--- src/rtl/data_pack_pkg.sv ---
// Shared definitions for the byte-stream word assembler.
//   state_e    : assembler FSM states (IDLE / ACCUM / STALL)
//   BYTE_W     : width of one input beat / output lane
//   LANES      : lanes per output word
//   WORD_W     : output word width
//   CNT_W      : width of lane counter and group-size code k
//   keep_mask  : tkeep for a word whose highest filled lane is 'count'
package data_pack_pkg;
  localparam int BYTE_W = 8;
  localparam int LANES  = 4;
  localparam int WORD_W = BYTE_W * LANES;
  localparam int CNT_W  = $clog2(LANES);

  typedef enum logic [1:0] {
    IDLE  = 2'd0,
    ACCUM = 2'd1,
    STALL = 2'd2
  } state_e;

  // Lanes 0..count are valid; equivalent to (1 << (count+1)) - 1.
  function automatic logic [LANES-1:0] keep_mask(input logic [CNT_W-1:0] count);
    logic [LANES-1:0] m;
    for (int i = 0; i < LANES; i++) m[i] = (i <= int'(count));
    return m;
  endfunction
endpackage

--- src/rtl/word_out_reg.sv ---
// Output holding register for the assembled-word AXI-Stream master.
// Ports:
//   clk, reset_n         : clock, async active-low reset
//   load                 : capture word/keep/last this edge (only asserted
//                          when the slot is empty or draining)
//   word, keep, last     : completed word to present downstream
//   m_axis_tready        : downstream accept
//   m_axis_tdata/tkeep/tlast/tvalid : registered stream outputs
// Contents only change on load, so the AXI hold rule is met as long as the
// caller never loads while tvalid & !tready.
module word_out_reg
  import data_pack_pkg::*;
#(
  parameter int W = WORD_W,
  parameter int N = LANES
) (
  input  logic         clk,
  input  logic         reset_n,
  input  logic         load,
  input  logic [W-1:0] word,
  input  logic [N-1:0] keep,
  input  logic         last,
  input  logic         m_axis_tready,
  output logic [W-1:0] m_axis_tdata,
  output logic [N-1:0] m_axis_tkeep,
  output logic         m_axis_tlast,
  output logic         m_axis_tvalid
);
  always_ff @(posedge clk or negedge reset_n) begin
    if (!reset_n) begin
      m_axis_tdata  <= '0;
      m_axis_tkeep  <= '0;
      m_axis_tlast  <= 1'b0;
      m_axis_tvalid <= 1'b0;
    end else if (load) begin
      m_axis_tdata  <= word;
      m_axis_tkeep  <= keep;
      m_axis_tlast  <= last;
      m_axis_tvalid <= 1'b1;
    end else if (m_axis_tready) begin
      m_axis_tvalid <= 1'b0;
    end
  end
endmodule

--- src/rtl/stream_word_assembler.sv ---
// Assembles groups of (k+1) bytes from an 8-bit AXI-Stream into 32-bit words
// with byte-lane keep; partial words are flushed on tlast.
// Ports:
//   clk, reset_n   : clock, async active-low reset
//   k              : bytes per word minus one, latched at packet start
//   s_axis_*       : byte input stream (tdata/tvalid/tready/tlast)
//   m_axis_*       : word output stream (tdata/tkeep/tvalid/tready/tlast),
//                    lane 0 holds the first byte
//   pkt_words      : (PKT_WORD_CNT_EN only) words in the last completed
//                    packet, saturating at 16'hFFFF
// Optional feature macro: PKT_WORD_CNT_EN.
module stream_word_assembler
  import data_pack_pkg::*;
#(
  parameter int IN_WIDTH  = BYTE_W,
  parameter int MAX_BYTES = LANES,
  parameter int OUT_WIDTH = IN_WIDTH * MAX_BYTES
) (
  input  logic                 clk,
  input  logic                 reset_n,
  input  logic [CNT_W-1:0]     k,
  input  logic [IN_WIDTH-1:0]  s_axis_tdata,
  input  logic                 s_axis_tvalid,
  output logic                 s_axis_tready,
  input  logic                 s_axis_tlast,
  output logic [OUT_WIDTH-1:0] m_axis_tdata,
  output logic [MAX_BYTES-1:0] m_axis_tkeep,
  output logic                 m_axis_tvalid,
  input  logic                 m_axis_tready,
  output logic                 m_axis_tlast
`ifdef PKT_WORD_CNT_EN
  , output logic [15:0]        pkt_words
`endif
);
  state_e               state;
  logic [CNT_W-1:0]     cnt, k_lat, k_eff, pend_cnt;
  logic [OUT_WIDTH-1:0] acc, word_nx, load_word;
  logic [MAX_BYTES-1:0] load_keep;
  logic                 pend_last, load_last;
  logic                 accept, slot_free, done, load;

  assign s_axis_tready = (state != STALL);
  assign accept        = s_axis_tvalid && s_axis_tready;
  assign slot_free     = !m_axis_tvalid || m_axis_tready;
  // In IDLE the incoming byte opens a packet, so the live k applies to it.
  assign k_eff         = (state == IDLE) ? k : k_lat;
  assign done          = accept && ((cnt == k_eff) || s_axis_tlast);

  // Lane 0 starts a fresh word so lanes above the last byte stay zero.
  always_comb begin
    word_nx = (cnt == '0) ? '0 : acc;
    word_nx[cnt*IN_WIDTH +: IN_WIDTH] = s_axis_tdata;
  end

  // A stalled word takes priority; no byte is accepted while stalled.
  always_comb begin
    load      = 1'b0;
    load_word = word_nx;
    load_keep = keep_mask(cnt);
    load_last = s_axis_tlast;
    if (state == STALL) begin
      load      = slot_free;
      load_word = acc;
      load_keep = keep_mask(pend_cnt);
      load_last = pend_last;
    end else begin
      load      = done && slot_free;
    end
  end

  always_ff @(posedge clk or negedge reset_n) begin
    if (!reset_n) begin
      state     <= IDLE;
      cnt       <= '0;
      k_lat     <= '0;
      acc       <= '0;
      pend_cnt  <= '0;
      pend_last <= 1'b0;
    end else if (state == STALL) begin
      if (slot_free) state <= pend_last ? IDLE : ACCUM;
    end else if (accept) begin
      if (state == IDLE) k_lat <= k;
      acc <= word_nx;
      if (done) begin
        cnt <= '0;
        if (slot_free) begin
          state <= s_axis_tlast ? IDLE : ACCUM;
        end else begin
          state     <= STALL;
          pend_cnt  <= cnt;
          pend_last <= s_axis_tlast;
        end
      end else begin
        cnt   <= cnt + 1'b1;
        state <= ACCUM;
      end
    end
  end

  word_out_reg #(.W(OUT_WIDTH), .N(MAX_BYTES)) u_out (
    .clk          (clk),
    .reset_n      (reset_n),
    .load         (load),
    .word         (load_word),
    .keep         (load_keep),
    .last         (load_last),
    .m_axis_tready(m_axis_tready),
    .m_axis_tdata (m_axis_tdata),
    .m_axis_tkeep (m_axis_tkeep),
    .m_axis_tlast (m_axis_tlast),
    .m_axis_tvalid(m_axis_tvalid)
  );

`ifdef PKT_WORD_CNT_EN
  // words_in_pkt counts handed-off words before the tlast word.
  logic [15:0] words_in_pkt;
  always_ff @(posedge clk or negedge reset_n) begin
    if (!reset_n) begin
      words_in_pkt <= '0;
      pkt_words    <= '0;
    end else if (m_axis_tvalid && m_axis_tready) begin
      if (m_axis_tlast) begin
        pkt_words    <= (words_in_pkt == 16'hFFFF) ? 16'hFFFF : words_in_pkt + 16'd1;
        words_in_pkt <= '0;
      end else if (words_in_pkt != 16'hFFFF) begin
        words_in_pkt <= words_in_pkt + 16'd1;
      end
    end
  end
`endif
endmodule

--- config.mk ---
export PLATFORM = sky130hd
export DESIGN_NAME = stream_word_assembler
export DESIGN_NICKNAME = d
export VERILOG_FILES = /design/src/rtl/data_pack_pkg.sv /design/src/rtl/word_out_reg.sv /design/src/rtl/stream_word_assembler.sv
export SDC_FILE = /design/constraint.sdc
export NUM_CORES = 1
export LEC_CHECK = 0
export CAP_MARGIN = 20
export CORE_MARGIN = 5
export CORE_UTILIZATION = 59
export CTS_CLUSTER_DIAMETER = 150
export DETAILED_ROUTE_END_ITERATION = 10
export PLACE_DENSITY = 0.93
export SLEW_MARGIN = 15
export SYNTH_ARGS = -nofsm -noshare
export SYNTH_HDL_FRONTEND = slang
export SYNTH_SLANG_ARGS = --single-unit
--- constraint.sdc ---
create_clock -name clk -period 3.5 [get_ports clk]
set_input_delay 0.7 -clock clk [delete_from_list [all_inputs] [get_ports clk]]
set_output_delay 0.7 -clock clk [all_outputs]
set_load 0.02 [all_outputs]
### After elaboration in Yosys (flattened, before gate mapping)

Index checks and enable logic that the tools add are counted.
Widths: inputs -> output; s select.

| storage, ports and cells | value |
|---|---|
| input bits | 15 |
| register bits | 79 |
| output and inout bits | 39 |
| logic and storage cells | 56 |

| operators by class | value |
|---|---|
| equal/unequal tests | 4 |
| add/subtract/negate cells | 2 |
| shifts and indexed selects | 2 |
| mux-type cells | 17 |
| bitwise gates (word level) | 2 |
| reduce and logical (&&, ||, !) cells | 13 |
| magnitude comparators | 6 |

Operator list:

| operator | count |
|---|---|
| $mux 32 | 2 |
| $neg 5->34 | 1 |
| $shift 8x34->32 const A | 1 |
| $shiftx 8x34->32 | 1 |
| $bwmux 32 | 1 |
| $mux 2 | 7 |
| $le 2x2->1 const A | 4 |
| $mux 1 | 6 |
| $le 1x2->1 const A | 2 |
| $logic_not 2->1 | 2 |
| $mux 4 | 1 |
| $ne 2x2->1 const B | 2 |
| $reduce_and 2->1 | 2 |
| $reduce_and 4->1 | 1 |
| $reduce_bool 2->1 | 2 |
| $logic_and 1x1->1 | 3 |
| $add 2x1->2 const B | 1 |
| $eq 2x2->1 | 1 |
| $eq 2x2->1 const B | 1 |
| $logic_or 1x1->1 | 2 |
| $not 1->1 | 2 |
| $logic_not 1->1 | 1 |

### Longest topological paths before layout

Gate-level depths: netlist of run 1.

| depth | value |
|---|---|
| depth after elaboration | 8 |
| mapped depth | 9 |

### By module

Synthesis of run 1 repeated with hierarchy kept, for this count alone.

| unflattened totals | value |
|---|---|
| cell total of the unflattened synthesis | 285 |
| area, all modules | 3,701.0 um^2 |

By module, submodules not included:

| module | seq. area each (um^2) | instances | area each (um^2) | cells each |
|---|---|---|---|---|
| stream_word_assembler | 1,026.0 | 1 | 2,212.1 | 204 |
| word_out_reg | 950.9 | 1 | 1,488.9 | 81 |

### Worst setup path after synthesis of run 1

OpenSTA, ideal clock, no wires.

| timing path | value |
|---|---|
| kind | input-to-reg |
| start | in k[0] |
| end | reg u_out.m_axis_tdata[12] |
| library setup time | 0.126 ns |
| slack | 1.051 ns |
| stages on the path | 7 |
| data arrival time | 2.323 ns |
| required time | 3.374 ns |
| path buffers | 2 |
| path through | or3_1 a21o_1 a211o_1 a21o_1 buf_6 buf_6 a221o_1 |

| on the way | value |
|---|---|
| longest elaborated chain between the ends | 6 |

Ends and longest elaborated chain:

| item | RTL line | RTL |
|---|---|---|
| start, declared | stream_word_assembler.sv:21 | `input logic [CNT_W-1:0] k,` |
| $mux 2 | - |  |
| $eq 2x2->1 | stream_word_assembler.sv:47 | `assign done = accept && ((cnt == k_eff) \|\| s_axis_tlast);` |
| $logic_or 1x1->1 | stream_word_assembler.sv:47 |  |
| $logic_and 1x1->1 | stream_word_assembler.sv:47 |  |
| $logic_and 1x1->1 | stream_word_assembler.sv:67 | `load = done && slot_free;` |
| $mux 1 | stream_word_assembler.sv:61 | `if (state == STALL) begin` |
| end signal, assigned | word_out_reg.sv:36 | `m_axis_tdata <= word;` |
| end, declared | word_out_reg.sv:24 | `output logic [W-1:0] m_axis_tdata,` |

No other way between the ends.
A chain may end at the register's enable or synchronous reset.

### Worst setup path in the final report of run 1

| timing path | value |
|---|---|
| start | reg state[1] |
| end | out s_axis_tready |

| on the way | value |
|---|---|
| longest elaborated chain between the ends | 1 |

Ends and longest elaborated chain:

| item | RTL line | RTL |
|---|---|---|
| start, declared | stream_word_assembler.sv:35 | `state_e state;` |
| start signal, assigned | stream_word_assembler.sv:80 | `if (slot_free) state <= pend_last ? IDLE : ACCUM;` |
| start signal, assigned | stream_word_assembler.sv:87 | `state <= s_axis_tlast ? IDLE : ACCUM;` |
| $ne 2x2->1 | stream_word_assembler.sv:42 | `assign s_axis_tready = (state != STALL);` |
| end, declared | stream_word_assembler.sv:24 | `output logic s_axis_tready,` |

No other way between the ends.

==> flow_summary_export.csv, run 1 <==
group,metric,value,unit
route,drt_iter0_drc,351,
worst_setup_path,cp.required,2.80,ns
yosys,seq_area_frac_synth,52.2,%
route,vias_per_cell,6.74,
clock_network,path_clk_slew,0.09,ns
final_layout,syn_to_final_growth,21.6,%
yosys,synth_nets,369,
yosys,synth_edf_count,0,
worst_setup_path,reg2reg_depth,5,
yosys,synth.distinct_cells,37,
final_layout,layout.nets,416,
clock_network,cts.sinks,79,
yosys,yosys_register_bits,79,
global_routing,grt_util_met3,5.26,%
timing,period_minus_slack,2.85,ns
placement,hpwlAfterDp,6200,µm
timing,max_clock_freq,0.351,GHz
die,die_w,90.1,µm
worst_setup_path,worstReg2RegEnd,"u_out.m_axis_tdata[16]",
clock_network,cts_resized,0,
yosys,synth_flop_cell,"dfrtp_1",
pwr,vdd.ir_drop.worst,496,µV
timing,tightest_slew,1.04,ns
global_routing,grt_use_met2,37.0,%
worst_setup_path,startpoint_type,"register",
worst_setup_path,r2r-start,"cnt[0]",
yosys,yosysMostFrequentCell,"dfrtp_1",
die,die_h,90.1,µm
die,ioPinCount,54,
clock_network,clock-root-buffer,"clkbuf_8",
timing,finClkSkew,0.0124,ns
yosys,netlist_area,3780,µm²
pwr,p_leak,0.00218,µW
die,row_count,29,
final_layout,stdcell_count,476,
die,die_area,8110,µm²
timing,finalHoldViolCount,0,
final_layout,final_cell_area,4600,µm²
clock_network,clk_latency,0.35,ns
global_routing,met1_usage,32.9,%
placement,dp_cells,459,
global_routing,grt_usage,23.9,%
yosys,synth.top_cells.by_count,"79 x dfrtp_1, 49 x a22o_1, 32 x nor2_1",
timing,finalCritPeriodShare,81.3,%
final_layout,drive_above_1_share,7.77,%
route,antenna_left,0,
job,max_cap_violations,0,
yosys,avgSynthCellArea,10.9,µm²
die,initial_core_util,60.3,%
worst_setup_path,r2r_setup_slack,0.84,ns
clock_network,cts_tree,"yes",
yosys,async_reset_ff_share,100,%
pwr,p_total,3650,µW
yosys,synth_warnings,0,
route,vias,3210,
timing,rsz0062_at_grt,"false",
timing,finalMaxSlewViolations,0,
route,post-route-drc-count,0,
global_routing,antenna_found_initial,0,
worst_setup_path,worstPathMaxFanout,28,
placement,gp_congestion,0.848,
worst_hold_path,hold_path_class,"in2async",
yosys,synthCells,347,
placement,port_buffers,53,
global_routing,grt_first_pass_wirelength,16000,µm
worst_setup_path,critPathKind,"reg2out",
clock_network,cts_hold_buf,0,
route,wl,9610,µm
clock_network,cts_buffers,9,
pwr,power.density,793,nW/µm²
route,first_pass_iters,5,
global_routing,top_usage_layer,"met2",
placement,place_area,4330,µm²
outcome,outcome,"completed",
global_routing,grt_max_degree,80,
final_layout,diodes,0,
yosys,yosysTopAreaCell,"dfrtp_1",
yosys,synth_area_leaders,"dfrtp_1 52%, a22o_1 11%, a221o_1 4.2%",
worst_setup_path,arrival,2.15,ns
clock_network,clockBufferDepth,2,
timing,hold-worst-slack,0.193,ns
worst_setup_path,worst_setup_path_end_kind,"output port",
global_routing,grt_pass1_vias,3081,
clock_network,postCtsSetupRepairBufs,0,
timing,maxSlewHeadroom,29.7,%
route,avgRoutedWirePerCell,20.2,µm
global_routing,grt-ovfl-total,0,
timing,tns,0,ns
die,core_area,6280,µm²
timing,setup_viol,0,
yosys,synth_top_area_share,52.2,%
clock_network,cts_max_level,3,
## placed cells by master (no fill, tap or decap), types with 2 or more instances in the layout
cell type,Yosys,final
dfrtp_1,79,79
clkdlybuf4s50_1,0,52
a22o_1,49,49
nor2_1,32,32
inv_1,23,23
a221oi_1,18,18
and3_1,17,17
a22oi_1,16,16
a221o_1,16,16
nand2_1,12,12
clkbuf_8,0,10
buf_4,0,8
o21ai_0,7,7
ha_1,7,7
nand3_1,6,6
mux2_2,6,6
o21ai_1,5,5
a21oi_1,5,4
bufinv_16,0,3
nor2b_1,2,2
nand4_1,2,2
nand2b_1,2,2
mux2i_1,2,2
a211o_1,2,2
a21o_1,2,2
## stage by stage
step / utilization, % / worst slack (ns)
2_1_floorplan: - / 1.05
5_1_grt: 73.3 / 0.550
3_5_place_dp: 69.0 / 0.546
4_1_cts: 72.9 / 0.677
6_report: 73.3 / 0.655
3_3_place_gp: 69.0 / 0.594
## cell type report
type	instances	area, µm²
Clock inverter	5	104
Tap cell	77	96.3
Timing Repair Buffer	61	608
Inverter	23	86.3
Multi-Input combinational cell	220	1590
Fill cell	432	1680
Sequential cell	79	1980
Clock buffer	11	141
## kinds of logic (layout without fill, tap and decap cells)
| logic type | Yosys count | in the layout | share of synthesized area, % |
|---|---|---|---|
| compound gates | 126 | 126 | 27.2 |
| flops | 79 | 79 | 52.2 |
| simple gates | 79 | 79 | 10.0 |
| buf+inv | 48 | 100 | 5.85 |
| mux | 8 | 8 | 2.31 |
| fa+ha+maj | 7 | 7 | 2.31 |
## worst max-delay path by stage
stage | depth (start not counted) | from | slack [ns] | endpoint
after CTS | 5 | state[1] | 0.68 | s_axis_tready
after floorplan | 7 | k[0] | 1.05 | u_out.m_axis_tdata[12]
after detailed placement | 7 | k[0] | 0.55 | u_out.m_axis_tdata[27]
final | 5 | state[1] | 0.65 | s_axis_tready
after global routing | 5 | state[1] | 0.55 | s_axis_tready
after global placement | 7 | k[1] | 0.59 | u_out.m_axis_tdata[27]
## worst max-delay path: stages (launching register included)
cell and delay [ns]:
dfrtp_1 0.44, inv_1 0.10, nor2_1 0.05, buf_4 0.23, inv_1 0.30, clkdlybuf4s50_1 0.68
## layer usage
metal  wire length [µm]  vias up
met2               4540      177
met1               4020     1592
met3                796       28
li1                   -     1413
met4                248        0
met5                  0        -
## registers in the layout, indices dropped and copies added (netlist names)
register             count
acc                     32
u_out.m_axis_tdata      32
u_out.m_axis_tvalid      1
pend_last                1
state                    2
u_out.m_axis_tlast       1
u_out.m_axis_tkeep       4
pend_cnt                 2
cnt                      2
k_lat                    2
## report_power, final
part           leakage, µW  internal [µW]  switching, µW  total (µW)
Combinational      0.00102            620            913        1530
Sequential         0.00104           1120            169        1290
Clock             0.000124            495            334         830
(Power assumes the default switching activity.)
==> run 2, diff against run 1 <==
Settings changed: CORE_UTILIZATION 59 to 54, PLACE_DENSITY 0.93 to 0.87.
Clock period 3.5 ns to 2.64 ns, I/O delays scaled along.
==> run 2 against run 1 <==
  * Power increased by 31%
  * Clock power increased by 17%
  * Non-clock buffer count increased by 3
  * Clock skew decreased by 0.0029 ns
  * Sequential power increased by 31%
  * Critical path type is now reg2reg
==> flow_summary_export.csv, run 2 (synthesis results as in run 1) <==
group,metric,value,unit
global_routing,grt-ovfl-total,0,
die,die_h,93.7,µm
pwr,p_total,4780,µW
worst_setup_path,startpoint_type,"register",
clock_network,cts_hold_buf,0,
clock_network,clockBufferDepth,2,
final_layout,drive_above_1_share,8.73,%
worst_setup_path,path_cells,"inv_1, ha_1, o21ai_0, a22o_1, a221o_1",
final_layout,final_cell_area,4620,µm²
worst_setup_path,worst_setup_path_end_kind,"register",
worst_setup_path,cp.required,2.93,ns
final_layout,diodes,0,
worst_setup_path,critPathKind,"reg2reg",
job,max_cap_violations,0,
die,die_area,8780,µm²
worst_setup_path,cp_slowest_cell,"o21ai_0",
placement,gp_congestion,0.859,
worst_setup_path,critical_path.top_delay_family,"compound AO/OA/AOI/OAI gates",
placement,port_buffers,53,
clock_network,cts.sinks,79,
timing,finalCritPeriodShare,93.0,%
timing,finClkSkew,0.00953,ns
route,vias_per_cell,6.47,
final_layout,multiInputGateArea,1590,µm²
route,post-route-drc-count,0,
clock_network,cts_max_level,3,
final_layout,layout_common_cells,"79 x dfrtp_1, 52 x clkdlybuf4s50_1, 49 x a22o_1",
route,first_pass_iters,5,
placement,place_area,4410,µm²
outcome,outcome,"completed",
die,core_area,6790,µm²
clock_network,cts_buffers,9,
timing,maxSlewHeadroom,32.8,%
clock_network,clk_latency,0.36,ns
worst_setup_path,arrival,2.75,ns
final_layout,largest_registers,"acc: 32 flops, u_out.m_axis_tdata: 32 flops, u_out.m_axis_tkeep: 4 flops",
route,wl,9770,µm
worst_setup_path,worstPathMaxFanout,11,
global_routing,grt_usage,23.7,%
clock_network,clock-root-buffer,"clkbuf_8",
timing,setup_viol,0,
timing,rsz0062_at_grt,"false",
global_routing,antenna_found_initial,0,
global_routing,grt_pass1_vias,3166,
route,drt_iter0_drc,308,
worst_hold_path,hold_path_class,"in2async",
pwr,power.density,1030,nW/µm²
final_layout,fill_cells,510,
die,ioPinCount,54,
final_layout,final_util,68.0,%
final_layout,mostFrequentLayoutCell,"dfrtp_1",
timing,finalHoldViolCount,0,
route,avgRoutedWirePerCell,19.6,µm
die,initial_core_util,55.7,%
final_layout,syn_to_final_growth,22.1,%
route,antenna_left,0,
timing,finalMaxSlewViolations,0,
worst_setup_path,worst-path-buf-inv,1,
pwr,p_leak,0.00218,µW
clock_network,postCtsSetupRepairBufs,0,
timing,period_minus_slack,2.46,ns
pwr,vdd.ir_drop.worst,633,µV
route,vias,3214,
final_layout,regArea,1980,µm²
timing,tightest_slew,0.997,ns
die,die_w,93.7,µm
final_layout,layout.nets,419,
global_routing,grt_first_pass_wirelength,16100,µm
timing,max_clock_freq,0.407,GHz
clock_network,cts_tree,"yes",
worst_setup_path,cpPeakStageDelay,0.83,ns
global_routing,grt_max_degree,80,
placement,hpwlAfterDp,6280,µm
clock_network,path_clk_slew,0.08,ns
die,row_count,30,
-- run 2: worst paths after layout --
kind,from,to,slack (ns),depth (start not counted)
setup / recovery,cnt[0],u_out.m_axis_tdata[29],0.18,5
hold / removal,reset_n,u_out.m_axis_tdata[7],0.30,1
setup reg to reg,cnt[0],u_out.m_axis_tdata[29],0.18,5
hold reg to reg,u_out.m_axis_tkeep[0],u_out.m_axis_tkeep[0],0.47,1
max in group asynchronous,reset_n,acc[18],1.66,1
min in group clk,u_out.m_axis_tkeep[0],u_out.m_axis_tkeep[0],0.47,1
-- run 2: layout make-up --
cell class / instances / share of cell area, %
Clock buffer: 9 / 2.68
Timing Repair Buffer: 64 / 13.8
Clock inverter: 6 / 1.87
Inverter: 23 / 1.87
Tap cell: 96 / 2.60
Multi-Input combinational cell: 220 / 34.4
Sequential cell: 79 / 42.8
-- run 2: worst reg2reg max path: stages, from the launching register on --
cell     delay, ns
dfrtp_1       0.56
inv_1         0.22
ha_1          0.37
o21ai_0       0.83
a22o_1        0.29
a221o_1       0.13
-- run 2: metrics by stage --
| step | cells | TNS (ns) | setup WS, ns | hold slack [ns] |
|---|---|---|---|---|
| detailed placement | 482 | -2.37 | -0.135 | 0.451 |
| finish | 497 | 0 | 0.184 | 0.304 |
| CTS | 497 | 0 | 0.0622 | 0.359 |
| global route | 497 | 0 | 0.00497 | 0.393 |
| floorplan | 347 | 0 | 0.363 | 0.232 |
| global placement | 482 | -0.460 | -0.0236 | 0.448 |
-- run 2: repair_timing --
item / 4_1_cts / 5_1_grt
resized for setup: 0 / 3
hold endpoints to repair: 0 / 0
setup endpoints to repair: 0 / 10
-- run 2: power breakdown --
part | total, µW | switching (µW) | internal, µW
sequential | 1690 | 205 | 1480
combinational | 2120 | 1250 | 867
clock | 971 | 446 | 525
total | 4780 | 1900 | 2880
-- run 2: layer usage --
layer | vias to the layer above | wire length [µm] | global-route usage (%)
met5 | - | 0 | 0
met4 | 0 | 225 | 9.99
met3 | 23 | 825 | 4.73
met2 | 172 | 4810 | 37.8
met1 | 1595 | 3910 | 31.5
li1 | 1424 | - | -
